<file path="src/rtl/game_state_rx.sv">
// Receive-side deframer for the board-to-board game link: hunts for the sync byte,
// assembles a 10-byte frame, and commits it atomically only when the checksum holds.
module game_state_rx #(
   parameter logic [7:0] SYNC_BYTE    = 8'hA5,
   parameter int         BYTE_TIMEOUT = 65000,
   parameter int         LINK_TIMEOUT = 3250000
) (
   input  logic        clk65MHz,
   input  logic        rst,
   input  logic [7:0]  rx_byte,
   input  logic        rx_byte_valid,
   output logic [11:0] pl2_posx,
   output logic [11:0] pl2_posy,
   output logic [11:0] ball_xpos,
   output logic [11:0] ball_ypos,
   output logic [3:0]  score_pl1,
   output logic [3:0]  score_pl2,
   output logic        endgame,
   output logic        whistle,
   output logic        last_touch,
   output logic        frame_valid,
   output logic        frame_err,
   output logic        link_up
);

   localparam int GW = $clog2(BYTE_TIMEOUT + 1);
   localparam int LW = $clog2(LINK_TIMEOUT + 1);

   typedef enum logic [1:0] {HUNT, PAYLOAD, CHECK} state_t;

   state_t          state;
   state_t          state_next;
   logic [3:0]      idx;
   logic [7:0]      run_xor;
   logic [7:0][7:0] shadow;
   logic [GW-1:0]   gap_cnt;
   logic [LW-1:0]   link_cnt;
   logic            timeout;
   logic            frame_ok;
   logic            commit;
   logic            reject;

   // An arriving byte always wins over a timeout that would fire in the same cycle.
   assign timeout  = (state != HUNT) && !rx_byte_valid && (gap_cnt == GW'(BYTE_TIMEOUT - 1));
   assign frame_ok = (rx_byte == run_xor) && (shadow[7][7:3] == 5'd0);

   always_ff @(posedge clk65MHz) begin
      if (rst) begin
         state <= HUNT;
      end else begin
         state <= state_next;
      end
   end

   always_comb begin
      state_next = state;
      case (state)
         HUNT: begin
            if (rx_byte_valid && rx_byte == SYNC_BYTE) begin
               state_next = PAYLOAD;
            end
         end
         PAYLOAD: begin
            if (timeout) begin
               state_next = HUNT;
            end else if (rx_byte_valid && idx == 4'd8) begin
               state_next = CHECK;
            end
         end
         CHECK: begin
            if (timeout || rx_byte_valid) begin
               state_next = HUNT;
            end
         end
         default: state_next = HUNT;
      endcase
   end

   always_comb begin
      commit = 1'b0;
      reject = 1'b0;
      if (state == CHECK && rx_byte_valid) begin
         if (frame_ok) begin
            commit = 1'b1;
         end else begin
            reject = 1'b1;
         end
      end
      if (timeout) begin
         reject = 1'b1;
      end
   end

   // Shadow bytes shift in so that after b8 shadow[0] holds b1 and shadow[7] holds b8.
   always_ff @(posedge clk65MHz) begin
      if (rst) begin
         idx     <= '0;
         run_xor <= '0;
         shadow  <= '0;
         gap_cnt <= '0;
      end else begin
         if (rx_byte_valid || state == HUNT) begin
            gap_cnt <= '0;
         end else begin
            gap_cnt <= gap_cnt + GW'(1);
         end
         if (state == HUNT && rx_byte_valid && rx_byte == SYNC_BYTE) begin
            idx     <= 4'd1;
            run_xor <= '0;
         end else if (state == PAYLOAD && rx_byte_valid) begin
            shadow  <= {rx_byte, shadow[7:1]};
            run_xor <= run_xor ^ rx_byte;
            idx     <= idx + 4'd1;
         end
      end
   end

   always_ff @(posedge clk65MHz) begin
      if (rst) begin
         pl2_posx    <= '0;
         pl2_posy    <= '0;
         ball_xpos   <= '0;
         ball_ypos   <= '0;
         score_pl1   <= '0;
         score_pl2   <= '0;
         endgame     <= 1'b0;
         whistle     <= 1'b0;
         last_touch  <= 1'b0;
         frame_valid <= 1'b0;
         frame_err   <= 1'b0;
      end else begin
         frame_valid <= commit;
         frame_err   <= reject;
         if (commit) begin
            pl2_posx   <= {shadow[0], shadow[1][7:4]};
            pl2_posy   <= {shadow[1][3:0], shadow[2]};
            ball_xpos  <= {shadow[3], shadow[4][7:4]};
            ball_ypos  <= {shadow[4][3:0], shadow[5]};
            score_pl1  <= shadow[6][7:4];
            score_pl2  <= shadow[6][3:0];
            endgame    <= shadow[7][2];
            whistle    <= shadow[7][1];
            last_touch <= shadow[7][0];
         end
      end
   end

   // link_up drops in the cycle the counter lands on LINK_TIMEOUT after the last commit.
   always_ff @(posedge clk65MHz) begin
      if (rst) begin
         link_cnt <= '0;
         link_up  <= 1'b0;
      end else if (commit) begin
         link_cnt <= '0;
         link_up  <= 1'b1;
      end else begin
         if (link_cnt != LW'(LINK_TIMEOUT)) begin
            link_cnt <= link_cnt + LW'(1);
         end
         if (link_cnt == LW'(LINK_TIMEOUT - 1)) begin
            link_up <= 1'b0;
         end
      end
   end

endmodule

</file>
<file path="config.mk">
export PLATFORM = sky130hd
export DESIGN_NAME = game_state_rx
export DESIGN_NICKNAME = d
export VERILOG_FILES = /design/src/rtl/game_state_rx.sv
export SDC_FILE = /design/constraint.sdc
export NUM_CORES = 1
export LEC_CHECK = 0
export ABC_AREA = 1
export CAP_MARGIN = 30
export CORE_MARGIN = 8
export CORE_UTILIZATION = 56
export DETAILED_ROUTE_END_ITERATION = 16
export GPL_TIMING_DRIVEN = 0
export PLACE_DENSITY = 0.83
export SLEW_MARGIN = 25
export SYNTH_ARGS = -nofsm -noshare
export SYNTH_HDL_FRONTEND = slang
export SYNTH_SLANG_ARGS = --single-unit
</file>
<file path="constraint.sdc">
create_clock -name clk65MHz -period 1.6 [get_ports clk65MHz]
set_input_delay 0.24 -clock clk65MHz [delete_from_list [all_inputs] [get_ports clk65MHz]]
set_output_delay 0.24 -clock clk65MHz [all_outputs]
set_load 0.03 [all_outputs]
</file>
==> impl_metrics.tcl <==
set metrics [dict create \
    cp_max_fo 8 \
    dieHeight_um 129 \
    critical_path.cell_chain "inv_2 > nand2_1 > o21ai_1 > nor2_1 > nand3_2 > nor2_4 > buf_12 > nand2_8 > nand2_8 > clkbuf_16 > nor2_1" \
    ys_dominant_reg_cell "dfxtp_1" \
    synth_area_um2 7190 \
    tightest_slew_ns 0.657 \
    synthCells 958 \
    num_io_pins 73 \
    synth_edf_count 0 \
    synthTopCellsByCount "273 x nand2_1, 178 x dfxtp_1, 83 x a21oi_1, 83 x nand3_1, 79 x nor2_1" \
    die_x_um 129 \
    start_util_pct 57.2 \
    synth_seq_cells 178 \
    die_area_um2 16700 \
    grt_usage_pct 20.8 \
    grt_pass1_vias 6109 \
    numCtsBuffers 17 \
    drv_cap 0 \
    critPathArrivalTime_ns 1.98 \
    critical_path_required_ns 1.93 \
    place_area_um2 8110 \
    cts_tree "done" \
    cts.reportedPaths.clkPinSlew_ns 0.07 \
    final_area_um2 9310 \
    antenna_found_initial 0 \
    cts_buffer_depth 2 \
    synth_top_area_cell "dfxtp_1" \
    clock-sinks 178 \
    syn_to_final_growth_pct 29.5 \
    maxSlewViolCount 0 \
    synthTopCellsByArea "dfxtp_1 50%, nand2_1 14%, nand4_1 5.9%" \
    design.core.area_um2 12600 \
    rows 41 \
    setup_tns_ns -0.648 \
    ir_drop_uv 625 \
    fin_worst_skew_ns 0.00666 \
    synth_warnings 0 \
    min_period_ns 1.65 \
    postLayoutSetupSlackWorst_ns -0.0510 \
    overflow 0 \
    status "finished with violations" \
    leakage_uw 0.00380 \
    critPathLaunchType "flip-flop" \
    fillCellCount 905 \
    routabilityCongestion 0.849 \
    vias 6819 \
    drcViolationCount 0 \
    cts_hold_buf 0 \
    max_slew_margin_pct 56.2 \
    hold_ws_ns 0.189 \
    routed_wl_mm 18.7 \
    cts_root_buf "clkbuf_16" \
    hp-class "input pin to flip-flop" \
    dp_hpwl_mm 12.1 \
    yosysMostFrequentCell "nand2_1" \
    hold_violations 0 \
    endpoint_kind "flip-flop" \
    wl_per_cell_um 14.9 \
    synth_top_area_share_pct 49.6 \
    postRouteAntennaNets 0 \
    antenna_cells 0 \
    yosysSeqAreaShare_pct 49.6 \
    firstDrtPassIters 5 \
    crit_type "flip-flop to flip-flop" \
    port_buffers 71 \
    critPathSlowestCell "dfxtp_2" \
    grt_max_degree 17 \
    grt_first_pass_wirelength_mm 27.9 \
    yosysUniqueCellTypes 30 \
    multi_input_area_um2 3470 \
    synthArstFlopShare_pct 0 \
    setup_viol 30 \
    seq_area_um2 3570 \
    max_clock_freq_mhz 606 \
    viasPerCell 5.45 \
    violations "negative setup slack" \
    drive_above_1_share_pct 14.8 \
    cpPeakStageDelay_ns 0.34 \
    synth_area_per_cell_um2 7.50 \
    clkLatencyLatePin_ns 0.44 \
    rsz0062_at_grt "yes" \
    fin_crit_sh_pct 103 \
    drt_iter0_markers 616 \
    fin_nets 1083 \
    total_power_uw 9600 \
    powerDensity_nw_per_um2 1030 \
    syn-num-nets 974 \
    htree_levels 4 \
]
==> layer usage <==
| layer | track usage [%] | wire (um) |
|---|---|---|
| met2 | 34.1 | 9120 |
| met4 | 9.05 | 503 |
| met3 | 4.89 | 1200 |
| met5 | 0 | 0 |
| met1 | 25.7 | 7850 |
==> critical path, delay by kind of cell (launching register included) <==
kind	cells	cell delay, ns
AOI/OAI and AO/OA	1	0.06
buffers and inverters	3	0.35
DFF	1	0.34
and+or+nand+nor	7	0.80
==> final cells by class <==
| cell class | count | area share, % |
|---|---|---|
| buffer | 55 | 3.64 |
| clock buffer | 17 | 4.57 |
| clock inverter | 15 | 1.68 |
| inverter | 63 | 2.57 |
| multi-input combinational | 662 | 37.2 |
| sequential | 178 | 38.4 |
| tap | 172 | 2.31 |
| timing repair buffer | 90 | 9.63 |
==> cell families (layout without fill, tap and decap cells) <==
kind of cell,Yosys count,count (layout),synth area share [%]
compound gates,99,99,7.00
xor+xnor,27,27,3.29
fa+ha+maj,5,5,0.870
buf+inv,119,240,6.89
flops,178,178,49.6
simple gates,530,531,32.4
==> repair_timing <==
action / CTS / global route
hold endpoints to repair: 0 / 0
setup endpoints to repair: 191 / 100
resized for setup: 91 / 102
buffers inserted: 3 / 7
cloned: 0 / 10
pin swaps: 6 / 33
==> metrics by stage <==
| stage | setup WS (ns) | std cells | util [%] |
|---|---|---|---|
| 2_1_floorplan | 0.158 | 958 | - |
| 3_3_place_gp | -0.562 | 1201 | 64.6 |
| 3_5_place_dp | -0.592 | 1201 | 64.6 |
| 4_1_cts | -0.0201 | 1236 | 69.6 |
| 5_1_grt | -0.135 | 1252 | 74.0 |
| 6_report | -0.0510 | 1252 | 74.0 |
==> power by group <==
group	total [uW]	leakage (uW)	switching (uW)	internal, uW
logic	899	0.00208	624	275
registers	4560	0.00144	61.4	4500
clock network	4140	0.000290	1820	2320
total	9600	0.00380	2500	7090
==> cell usage in the layout, fill, tap and decap left out, types with 4 or more instances in the layout <==
cell type and count:
dlygate4sd2_1 62, nand3b_1 4, a21oi_1 83, clkbuf_1 28, o21ai_1 4, buf_2 8, clkdlybuf4s50_1 7, inv_6 4
ha_1 4, buf_8 6, nor2_4 7, nand3_1 48, nand3_2 35, inv_1 56, buf_6 9, nand2_1 267
nor2_2 13, xor2_1 22, clkinv_2 5, inv_2 5, clkbuf_16 22, dfxtp_1 173, clkbuf_2 5, dfxtp_2 5
nor2_1 61, o21ai_0 9, nand4_1 68, nor3_1 13, xnor2_1 4, buf_4 11, nand2_2 6
==> final timing paths <==
path | from | to | slack, ns | depth (start not counted)
setup / recovery | run_xor[4] | link_cnt[15] | -0.05 | 11
hold reg to reg | pl2_posx[0] | pl2_posx[0] | 0.46 | 2
setup reg to reg | run_xor[4] | link_cnt[15] | -0.05 | 11
hold / removal | rx_byte[7] | shadow[63] | 0.19 | 3
==> state kept, by name (all words and copies together), names as in the netlist <==
signal,cells
state,2
link_up,1
endgame,1
ball_ypos,12
gap_cnt,16
ball_xpos,12
pl2_posy,12
last_touch,1
idx,4
pl2_posx,12
score_pl2,4
frame_err,1
whistle,1
score_pl1,4
link_cnt,22
frame_valid,1
shadow,64
run_xor,8
(Power assumes the default switching activity.)
